[src/rtl/time_scale_timer.sv]
// Multi-channel one-shot timer: delay x 10^SCALE_EXP + OFFSET ticks.
// Optional cancel ports when TIME_SCALE_CANCEL_EN is defined.
module time_scale_timer #(
  parameter int CHANNELS   = 4,
  parameter int WIDTH      = 32,
  parameter int TICK_WIDTH = 48,
  parameter int SCALE_EXP  = 3,
  parameter int OFFSET     = 0,
  localparam int CW = (CHANNELS > 1) ? $clog2(CHANNELS) : 1
) (
  input  logic                clk,
  input  logic                rst,
  input  logic                req_valid,
  output logic                req_ready,
  input  logic [CW-1:0]       req_chan,
  input  logic [WIDTH-1:0]    req_delay,
  output logic [CHANNELS-1:0] busy,
  output logic [CHANNELS-1:0] fire,
  output logic                sat
`ifdef TIME_SCALE_CANCEL_EN
  ,
  input  logic                cancel_valid,
  input  logic [CW-1:0]       cancel_chan
`endif
);

  localparam int AW = TICK_WIDTH + 4;
  localparam int SW = AW + 1;
  localparam logic [SW-1:0] OFF_X = SW'(OFFSET);
  localparam logic [2:0] LAST = 3'(SCALE_EXP - 1);

  localparam logic [1:0] S_IDLE  = 2'd0;
  localparam logic [1:0] S_SCALE = 2'd1;
  localparam logic [1:0] S_LOAD  = 2'd2;

  logic [1:0]    state_q, state_d;
  logic [AW-1:0] acc_q, acc_d;
  logic          ovf_q, ovf_d;
  logic [2:0]    step_q, step_d;
  logic [CW-1:0] chan_q, chan_d;
  logic          sat_q, sat_d;

  logic [TICK_WIDTH-1:0] cnt_q [CHANNELS];
  logic [TICK_WIDTH-1:0] cnt_d [CHANNELS];
  logic [CHANNELS-1:0]   busy_q, busy_d;
  logic [CHANNELS-1:0]   fire_q, fire_d;

  logic [AW-1:0]         acc_x10;
  logic [SW-1:0]         sum;
  logic                  load_sat;
  logic [TICK_WIDTH-1:0] load_val;
  logic [CHANNELS-1:0]   load_v;
  logic [CHANNELS-1:0]   kill_v;

  assign req_ready = (state_q == S_IDLE);
  assign busy      = busy_q;
  assign fire      = fire_q;
  assign sat       = sat_q;

  // Multiply by ten as x8 + x2; sum with offset and saturate at tick max.
  always_comb begin
    acc_x10  = (acc_q << 3) + (acc_q << 1);
    sum      = {1'b0, acc_q} + OFF_X;
    load_sat = ovf_q | (|sum[SW-1:TICK_WIDTH]);
    load_val = load_sat ? '1 : sum[TICK_WIDTH-1:0];
  end

  // Converter FSM: IDLE -> SCALE x SCALE_EXP -> LOAD -> IDLE.
  always_comb begin
    state_d = state_q;
    acc_d   = acc_q;
    ovf_d   = ovf_q;
    step_d  = step_q;
    chan_d  = chan_q;
    sat_d   = sat_q;
    unique case (state_q)
      S_IDLE: begin
        if (req_valid) begin
          acc_d   = AW'(req_delay);
          chan_d  = req_chan;
          ovf_d   = 1'b0;
          step_d  = 3'd0;
          state_d = (SCALE_EXP == 0) ? S_LOAD : S_SCALE;
        end
      end
      S_SCALE: begin
        acc_d  = acc_x10;
        ovf_d  = ovf_q | (|acc_x10[AW-1:TICK_WIDTH]);
        step_d = step_q + 3'd1;
        if (step_q == LAST) state_d = S_LOAD;
      end
      S_LOAD: begin
        state_d = S_IDLE;
        if (load_sat) sat_d = 1'b1;
      end
      default: state_d = S_IDLE;
    endcase
  end

  // Per-channel count: load beats cancel beats expiry.
  always_comb begin
    cnt_d  = cnt_q;
    busy_d = busy_q;
    fire_d = '0;
    load_v = '0;
    kill_v = '0;
    for (int c = 0; c < CHANNELS; c++) begin
      load_v[c] = (state_q == S_LOAD) && (chan_q == CW'(c));
`ifdef TIME_SCALE_CANCEL_EN
      kill_v[c] = cancel_valid && (cancel_chan == CW'(c));
`endif
      if (load_v[c]) begin
        cnt_d[c]  = load_val;
        busy_d[c] = 1'b1;
      end else if (kill_v[c]) begin
        busy_d[c] = 1'b0;
      end else if (busy_q[c]) begin
        if (cnt_q[c] == '0) begin
          fire_d[c] = 1'b1;
          busy_d[c] = 1'b0;
        end else begin
          cnt_d[c] = cnt_q[c] - TICK_WIDTH'(1);
        end
      end
    end
  end

  // State registers with synchronous reset.
  always_ff @(posedge clk) begin
    if (rst) begin
      state_q <= S_IDLE;
      acc_q   <= '0;
      ovf_q   <= 1'b0;
      step_q  <= 3'd0;
      chan_q  <= '0;
      sat_q   <= 1'b0;
      busy_q  <= '0;
      fire_q  <= '0;
      for (int c = 0; c < CHANNELS; c++) cnt_q[c] <= '0;
    end else begin
      state_q <= state_d;
      acc_q   <= acc_d;
      ovf_q   <= ovf_d;
      step_q  <= step_d;
      chan_q  <= chan_d;
      sat_q   <= sat_d;
      busy_q  <= busy_d;
      fire_q  <= fire_d;
      for (int c = 0; c < CHANNELS; c++) cnt_q[c] <= cnt_d[c];
    end
  end

endmodule
[config.mk]
export PLATFORM = sky130hd
export DESIGN_NAME = time_scale_timer
export DESIGN_NICKNAME = d
export VERILOG_FILES = /design/src/rtl/time_scale_timer.sv
export SDC_FILE = /design/constraint.sdc
export NUM_CORES = 1
export LEC_CHECK = 0
export BUFFER_PORTS_ARGS = -buffer_cell sky130_fd_sc_hd__buf_2
export CAP_MARGIN = 20
export CORE_MARGIN = 1.5
export CORE_UTILIZATION = 25
export CTS_CLUSTER_DIAMETER = 100
export CTS_CLUSTER_SIZE = 8
export DETAILED_ROUTE_END_ITERATION = 8
export PLACE_DENSITY = 0.41
export SLEW_MARGIN = 20
export SYNTH_ARGS = -nofsm -noshare
export SYNTH_HDL_FRONTEND = slang
export SYNTH_SLANG_ARGS = --single-unit
[constraint.sdc]
create_clock -name clk -period 3 [get_ports clk]
set_input_delay 0.15 -clock clk [delete_from_list [all_inputs] [get_ports clk]]
set_output_delay 0.15 -clock clk [all_outputs]
set_load 0.01 [all_outputs]
## Yosys cells after proc, flatten, opt, wreduce, memory -nomap -nowiden

Cells that the tools add are included.

| cells by class | value |
|---|---|
| $add $sub $neg | 6 |
| multiply operators | 0 |
| divide/modulo/power cells | 0 |
| $lt $le $gt $ge | 0 |
| eq/ne operators | 12 |
| shift-type cells | 0 |
| muxes and demuxes | 38 |
| bitwise logic cells | 6 |
| reductions and logical operators | 29 |

Operator list:

| operator | count |
|---|---|
| $mux W48 | 13 |
| $logic_not A48 Y1 | 4 |
| $sub A48 B1 Y48 const B | 4 |
| $pmux W52 S2 | 1 |
| $add A52 B52 Y52 | 1 |
| $mux W52 | 1 |
| $mux W1 | 17 |
| $reduce_and A2 Y1 | 8 |
| $ne A2 B2 Y1 const B | 6 |
| $reduce_or A3 Y1 | 4 |
| $reduce_bool A2 Y1 | 5 |
| $reduce_or A4 Y1 | 2 |
| $eq A2 B2 Y1 const B | 3 |
| $pmux W3 S2 | 1 |
| $eq A2 B1 Y1 const B | 2 |
| $logic_and A1 B1 Y1 | 4 |
| $logic_not A2 Y1 | 2 |
| $mux W2 | 2 |
| $not A1 Y1 | 4 |
| $pmux W2 S2 | 1 |
| $add A3 B1 Y3 const B | 1 |
| $eq A3 B2 Y1 const B | 1 |
| $mux W3 | 1 |
| $or A1 B1 Y1 | 2 |
| $pmux W1 S2 | 1 |

| word-level totals | value |
|---|---|
| register bits after elaboration | 261 |
| latch bits | 0 |
| bits in writable memories | 0 |
| bits in read-only memories | 0 |
| input port bits | 37 |
| output and inout port bits | 10 |
| logic and storage cells | 106 |
| memories | 0 |

## Depth between registers and ports, before layout

Gate-level depths: netlist (run 1).

| depth | value |
|---|---|
| depth after elaboration | 4 |
| gate-level depth with buffers | 12 |
| gate-level depth less buffers | 12 |

## Worst setup path after synthesis (run 1)

Ideal clock, no wire load.

| timing | value |
|---|---|
| path kind | register -> register |
| from | register cnt_q[110] in the netlist's numbering |
| to | register cnt_q[138] in the netlist's numbering |
| data arrival time | 3.211 ns |
| data required time | 2.914 ns |
| slack | -0.296 ns |
| stages on the path, launching flop included | 11 |
| clock period less this slack | 3.296 ns |
| path through | dfxtp_1 or4_1 or4_4 or4_1 o41a_1 buf_2 nor4b_2 nor2b_2 and2b_1 xnor2_1 a211oi_1 |

| between the ends | value |
|---|---|
| cells in the longest elaborated chain, start to end | 4 |
| elaborated cells between the ends (all ways) | 7 |
| those cells by class | 1 x add/sub; 1 x eq/ne; 3 x mux; 2 x reduce/logical |

RTL lines:

| what | RTL line | text |
|---|---|---|
| start, declared | 43 | `logic [TICK_WIDTH-1:0] cnt_q [CHANNELS];` |
| $sub A48 B1 Y48 | 122 | `cnt_d[c] = cnt_q[c] - TICK_WIDTH'(1);` |
| $mux W48 | 118 | `if (cnt_q[c] == '0) begin` |
| $mux W48 | 117 | `end else if (busy_q[c]) begin` |
| $mux W48 | 112 | `if (load_v[c]) begin` |

Several ways; a longest one is shown, not always the timed one. The select of a mux whose other input is x is not followed.
A chain may end at the register's enable or synchronous reset.

## Worst setup path in the final report (run 1)

| timing | value |
|---|---|
| from | register cnt_q[85] in the netlist's numbering |
| to | register cnt_q[66] in the netlist's numbering |

| between the ends | value |
|---|---|
| cells in the longest elaborated chain, start to end | 3 |

RTL lines:

| what | RTL line |
|---|---|
| $logic_not A48 Y1 | 118 |
| $ne A2 B2 Y1 (no line) | -- |
| $reduce_and A2 Y1 (no line) | -- |

No other way between the ends.

==> results of run 1 <==
[per-stage QoR]
stage | cell area, um^2 | instances | hold slack, ns | setup TNS (ns)
after global placement | 18690 | 2916 | 0.3876 | -12.63
final | 21630 | 3020 | 0.008107 | -7.147
after floorplan | 15480 | 1880 | 0.2860 | -1.655
after global routing | 21630 | 3020 | 0.02469 | -16.76
after CTS | 20720 | 3006 | 0.003527 | -5.282
after detailed placement | 18700 | 2916 | 0.4029 | -16.89
[worst max path at each step]
| stage | startpoint | end | slack [ns] | depth (start not counted) |
|---|---|---|---|---|
| floorplan | cnt_q[85] | cnt_q[79] | -0.16 | 11 |
| global placement | acc_q[3] | acc_q[36] | -0.31 | 12 |
| detailed placement | cnt_q[64] | cnt_q[68] | -0.37 | 10 |
| CTS | cnt_q[61] | cnt_q[68] | -0.17 | 10 |
| global route | cnt_q[85] | cnt_q[68] | -0.32 | 11 |
| finish | cnt_q[85] | cnt_q[66] | -0.20 | 11 |
[critical path: stages, from the launching register on]
cell and delay [ns]:
dfxtp_2 0.31, or3_4 0.38, or3_4 0.33, or3_4 0.34
or4_4 0.46, buf_6 0.15, o41ai_4 0.35, buf_4 0.19
or3_4 0.18, buf_4 0.12, o21ai_2 0.04, a311oi_1 0.24
[cell type report]
class                           instances  area share
Clock buffer                           41     0.04593
Inverter                               21    0.003644
Clock inverter                          1   0.0004049
Tap cell                              782     0.04523
Timing Repair Buffer                  426      0.1533
Sequential cell                       261      0.2435
Multi-Input combinational cell       1488      0.5080
[routing by layer]
layer  track usage  up-vias  share of wire
met2        0.2812      256           0.45
met3       0.02047       69          0.030
met4       0.05991        0          0.025
li1              -     7553              -
met5             0        -              0
met1        0.2515     7340           0.50
[power groups by stage]
stage	logic, mW	registers, mW	clock network (mW)
final	1.40	3.66	3.94
after global routing	1.52	3.67	4.16
after CTS	1.35	3.65	4.07
after detailed placement	1.27	3.71	0
after global placement	1.28	3.71	0
after floorplan	0.647	3.69	0
[sequential cells by signal (all words and copies together) (netlist names)]
name / cells
state_q: 2
sat: 1
step_q: 3
fire: 4
acc_q: 52
cnt_q: 192
ovf_q: 1
chan_q: 2
busy: 4
[Yosys cell counts (all sizes together) (9+ instances only)]
| cell type | number | share of area |
|---|---|---|
| xnor2 | 116 | 0.066 |
| dfxtp | 261 | 0.34 |
| inv | 21 | 0.0051 |
| nand2b | 13 | 0.0053 |
| nor2b | 13 | 0.0055 |
| nor3 | 84 | 0.027 |
| o211ai | 10 | 0.0049 |
| o21ai | 76 | 0.026 |
| o21bai | 9 | 0.0044 |
| a21oi | 75 | 0.024 |
| clkbuf | 100 | 0.025 |
| and3 | 11 | 0.0045 |
| nand2 | 128 | 0.031 |
| nor2 | 287 | 0.070 |
| xor2 | 82 | 0.047 |
| ha | 54 | 0.044 |
| mux2i | 24 | 0.016 |
| a21o | 29 | 0.014 |
| a31oi | 10 | 0.0041 |
| nand4 | 17 | 0.0079 |
| or4 | 30 | 0.015 |
| a311oi | 28 | 0.018 |
| buf | 10 | 0.0032 |
| a211oi | 183 | 0.090 |
| nor4 | 35 | 0.015 |
| nand3 | 19 | 0.0062 |
| or3 | 52 | 0.022 |
[cells by family after synthesis]
| kind of cell | Yosys count |
|---|---|
| AND/OR/NAND/NOR | 740 |
| AO/OA/AOI/OAI | 471 |
| flip-flops | 261 |
| XOR/XNOR | 198 |
| buffers and inverters | 131 |
| adder cells (fa/ha/maj) | 55 |
| multiplexers | 24 |
[what timing repair did]
action,CTS,global route
pin swaps,81,144
buffers inserted,24,14
hold buffers,26,0
endpoints found under the setup margin,160,166
resized for setup,132,174
endpoints found under the hold margin,26,0
==> impl_metrics.env, run 1 <==
export IMPL_regToRegEndpoint="cnt_q[66]"
export IMPL_start_util=0.2535
export IMPL_dieHeight_um=250.6
export IMPL_grt_usage=0.1785
export IMPL_crit_arrival_ns=3.65
export IMPL_status="finished, violations left"
export IMPL_syn_nets=1972
export IMPL_syn_to_final_growth_pct=41.08
export IMPL_synth_top_family_by_area="simple AND/OR/NAND/NOR gates"
export IMPL_port_buffers=46
export IMPL_grt_pass1_wl_mm=88.49
export IMPL_crit_path_max_fanout=8
export IMPL_seq_area_mm2=0.005268
export IMPL_min_from="req_delay[12]"
export IMPL_slew_headroom=0.3530
export IMPL_antenna_left=0
export IMPL_path_clk_slew_ns=0.05
export IMPL_grt_pass1_vias=15420
export IMPL_synth_simple_area_share=0.2377
export IMPL_drt_total_wl_mm=56.33
export IMPL_rsz0062_at_grt="true"
export IMPL_wl_per_cell_um=18.65
export IMPL_grt_max_degree=108
export IMPL_power_density_mw_per_mm2=416.1
export IMPL_die_w_um=250.6
export IMPL_yosysSeqAreaShare=0.3408
export IMPL_synth_edf_count=0
export IMPL_worstSetupStartpointType="register"
export IMPL_gp_congestion=0.8497
export IMPL_fmaxAchievable_mhz=312.4
export IMPL_drv_cap=0
export IMPL_synth_cells=1880
export IMPL_switching_power_mw=2.507
export IMPL_synth_area_mm2=0.01533
export IMPL_synthDistinctLibCells=76
export IMPL_worstSetupPathType="reg2reg"
export IMPL_r2r_start="cnt_q[85]"
export IMPL_drive_gt1_frac=0.3132
export IMPL_r2r_cells=11
export IMPL_peakVddDrop_v=0.0002641
export IMPL_drtIter0Drc=904
export IMPL_cts_root_buf="clkbuf_16"
export IMPL_synth_compound_area_frac=0.2145
export IMPL_finalCritPeriodShare=1.067
export IMPL_sw_frac_of_total=0.2786
export IMPL_layout_nets=2328
export IMPL_synthArstFlopShare=0
export IMPL_violations="negative setup slack"
export IMPL_yosysWarningCount=0
export IMPL_worstSetupEndpointType="register"
export IMPL_io_pins=47
export IMPL_period_needed_ns=3.201
export IMPL_clk_path_buf_depth=3
export IMPL_setup_viol=76
export IMPL_viasPerCell=5.039
export IMPL_vias=15220
export IMPL_p_int_mw=6.493
export IMPL_synth_flop_cell="dfxtp_1"
export IMPL_tightest_slew_ns=0.9682
export IMPL_synth_xor_area_share=0.1131
export IMPL_drc=0
export IMPL_drt_pass1_iter_count=5
export IMPL_crit_required_ns=3.45
export IMPL_synth_fa_ha_area_frac=0.04537
export IMPL_finalPower_mw=9.000
export IMPL_layout_common_cells="321 x buf_4, 271 x nor2_1, 239 x dfxtp_1, 163 x a211oi_1, 108 x nand2_1"
export IMPL_worst_slack_ns=-0.2008
export IMPL_antenna_cells=0
export IMPL_avgSynthCellArea_um2=8.155
export IMPL_numClockSinks=261
export IMPL_dp_slack_ns=-0.3653
export IMPL_p_clk_frac=0.438
export IMPL_dieArea_mm2=0.06282
export IMPL_ys_ff_latch=261
export IMPL_dp_final_hpwl_mm=40.08
export IMPL_cts_buffers=38
export IMPL_num_rows=90
export IMPL_htreeDepth=2
export IMPL_cts_tree="done"
export IMPL_synthMuxAreaShare=0.01567
export IMPL_clk_latency_ns=0.56
export IMPL_layout_commonest_cell="buf_4"
export IMPL_core_area_mm2=0.06047
export IMPL_combPwrFrac=0.155
export IMPL_nFillCells=6175
export IMPL_hold_path_class="in2reg"
export IMPL_hold_depth=3
export IMPL_antenna_found_initial=0
export IMPL_post_route_util=0.3577
export IMPL_rrSetupSlack_ns=-0.20
export IMPL_hold_viol=0
export IMPL_fin_skew_ns=0.02274
export IMPL_grt_ovfl_total=0
export IMPL_drv_slew=0
export IMPL_p_leak_nw=8.831
export IMPL_multi_input_area_mm2=0.01099
export IMPL_pwr_share_seq=0.407
export IMPL_hold_path_end="acc_q[12]"
Power figures use the tool's default switching activity.
==> run 2: changes to the inputs <==
--- a/config.mk
+++ b/config.mk
@@ -8,11 +8,11 @@
 export BUFFER_PORTS_ARGS = -buffer_cell sky130_fd_sc_hd__buf_2
 export CAP_MARGIN = 20
 export CORE_MARGIN = 1.5
-export CORE_UTILIZATION = 25
+export CORE_UTILIZATION = 35
 export CTS_CLUSTER_DIAMETER = 100
 export CTS_CLUSTER_SIZE = 8
 export DETAILED_ROUTE_END_ITERATION = 8
-export PLACE_DENSITY = 0.41
+export PLACE_DENSITY = 0.53
 export SLEW_MARGIN = 20
 export SYNTH_ARGS = -nofsm -noshare
 export SYNTH_HDL_FRONTEND = slang
==> impl_metrics.env, run 2 (synthesis results as in run 1) <==
export IMPL_grt_pass1_vias=14720
export IMPL_seq_area_mm2=0.005249
export IMPL_place_inst=2693
export IMPL_path_clk_slew_ns=0.05
export IMPL_crit_path_max_fanout=8
export IMPL_worst_slack_ns=-0.1713
export IMPL_endpoint="cnt_q[64]"
export IMPL_hold_path_class="in2reg"
export IMPL_p_leak_nw=8.621
export IMPL_crit_arrival_ns=3.61
export IMPL_drtIter0Drc=1041
export IMPL_antenna_left=0
export IMPL_grt_max_degree=102
export IMPL_antenna_cells=0
export IMPL_worstSetupEndpointType="register"
export IMPL_hold_depth=3
export IMPL_grt_pass1_wl_mm=80.01
export IMPL_wl_per_cell_um=18.27
export IMPL_r2r_cells=10
export IMPL_cts_tree="done"
export IMPL_drc=0
export IMPL_num_rows=76
export IMPL_port_buffers=46
export IMPL_grt_usage=0.2247
export IMPL_hold_slack_ns=0.03593
export IMPL_dp_final_hpwl_mm=36.31
export IMPL_grt_ovfl_total=0
export IMPL_gp_congestion=0.9040
export IMPL_layout_common_cells="298 x buf_4, 271 x nor2_1, 244 x dfxtp_1, 164 x a211oi_1, 111 x xnor2_1"
export IMPL_peakVddDrop_v=0.0003068
export IMPL_status="finished, violations left"
export IMPL_cts_buffers=38
export IMPL_drt_total_wl_mm=51.04
export IMPL_worstSetupStartpointType="register"
export IMPL_tightest_slew_ns=1.150
export IMPL_rsz0062_at_grt="true"
export IMPL_core_area_mm2=0.04317
export IMPL_period_needed_ns=3.171
export IMPL_setup_tns_ns=-5.470
export IMPL_drt_pass1_iter_count=5
export IMPL_viasPerCell=5.397
export IMPL_cts_root_buf="clkbuf_16"
export IMPL_power_density_mw_per_mm2=427.6
export IMPL_multi_input_area_mm2=0.01070
export IMPL_fmaxAchievable_mhz=315.3
export IMPL_post_route_util=0.4815
export IMPL_layout_commonest_cell="buf_4"
export IMPL_slew_headroom=0.2333
export IMPL_largest_reg_flops=192
export IMPL_r2r_start="cnt_q[85]"
export IMPL_layout_cells_non_filler=2793
export IMPL_die_w_um=212.3
export IMPL_setup_viol=68
export IMPL_setup_worst_path_start="cnt_q[85]"
export IMPL_vias=15070
export IMPL_dp_slack_ns=-0.3683
export IMPL_start_util=0.3551
export IMPL_rrSetupSlack_ns=-0.17
export IMPL_io_pins=47
export IMPL_fin_skew_ns=0.01206
export IMPL_dieArea_mm2=0.04507
export IMPL_clk_latency_ns=0.55
export IMPL_htreeDepth=2
export IMPL_syn_to_final_growth_pct=35.59
export IMPL_drv_cap=0
export IMPL_numClockSinks=261
export IMPL_reg_top3="cnt_q: 192 flops, acc_q: 52 flops"
export IMPL_drive_gt1_frac=0.2849
export IMPL_violations="negative setup slack"
export IMPL_dieHeight_um=212.3
export IMPL_worstSetupPathType="reg2reg"
export IMPL_nFillCells=4204
export IMPL_clk_path_buf_depth=3
export IMPL_crit_required_ns=3.44
export IMPL_regMostFlops="cnt_q"
export IMPL_finalCritPeriodShare=1.057
export IMPL_drv_slew=0
export IMPL_hold_viol=0
export IMPL_regToRegEndpoint="cnt_q[64]"
export IMPL_antenna_found_initial=0
export IMPL_layout_nets=2299
[run 2: metal layers]
| layer | vias up | part of all wire | GRT usage |
|---|---|---|---|
| met5 | - | 0 | 0 |
| met4 | 0 | 0.019 | 0.06041 |
| met3 | 63 | 0.045 | 0.02851 |
| met2 | 302 | 0.45 | 0.3613 |
| met1 | 7203 | 0.48 | 0.3156 |
| li1 | 7505 | - | - |
[run 2: power by group]
group          switching (mW)  total [mW]  internal, mW
registers               0.111        3.65          3.54
logic                   0.746        1.39         0.642
clock network            1.57        3.85          2.28
[run 2: cell type report]
cell class | count | area share
Clock buffer | 39 | 0.04695
Multi-Input combinational cell | 1489 | 0.5145
Sequential cell | 261 | 0.2525
Timing Repair Buffer | 396 | 0.1464
Inverter | 21 | 0.003792
Clock inverter | 2 | 0.0006621
Tap cell | 585 | 0.03521
[run 2: worst min path at each step]
stage          slack, ns   endpoint           from
2_1_floorplan       0.29   acc_q[0]   req_delay[0]
3_3_place_gp        0.39  chan_q[1]    req_chan[1]
3_5_place_dp        0.40  chan_q[1]    req_chan[1]
4_1_cts             0.01  acc_q[28]  req_delay[28]
5_1_grt             0.03  acc_q[28]  req_delay[28]
6_report            0.04  acc_q[27]  req_delay[27]
[run 2: repair_timing]
action | CTS | global route
pin swaps | 125 | 116
hold endpoints to repair | 28 | 0
resized for setup | 98 | 139
cloned | 1 | 0
hold buffers | 28 | 0
setup endpoints to repair | 150 | 167
buffers inserted | 15 | 17
[run 2: through the flow]
| stage | total power [mW] | cell area (um^2) |
|---|---|---|
| finish | 8.888 | 20790 |
| global route | 9.234 | 20790 |
| CTS | 8.903 | 20040 |
| detailed placement | 4.975 | 18240 |
| global placement | 4.973 | 18240 |
| floorplan | 4.336 | 15480 |
[run 2: critical path: stages, from the launching register on]
cell and delay, ns:
dfxtp_2 0.31, or3_4 0.38, or3_4 0.34, or3_4 0.34, or4_4 0.46, buf_6 0.14
o41ai_4 0.36, or3_4 0.27, nor4_4 0.05, xnor2_1 0.15, a211oi_1 0.27
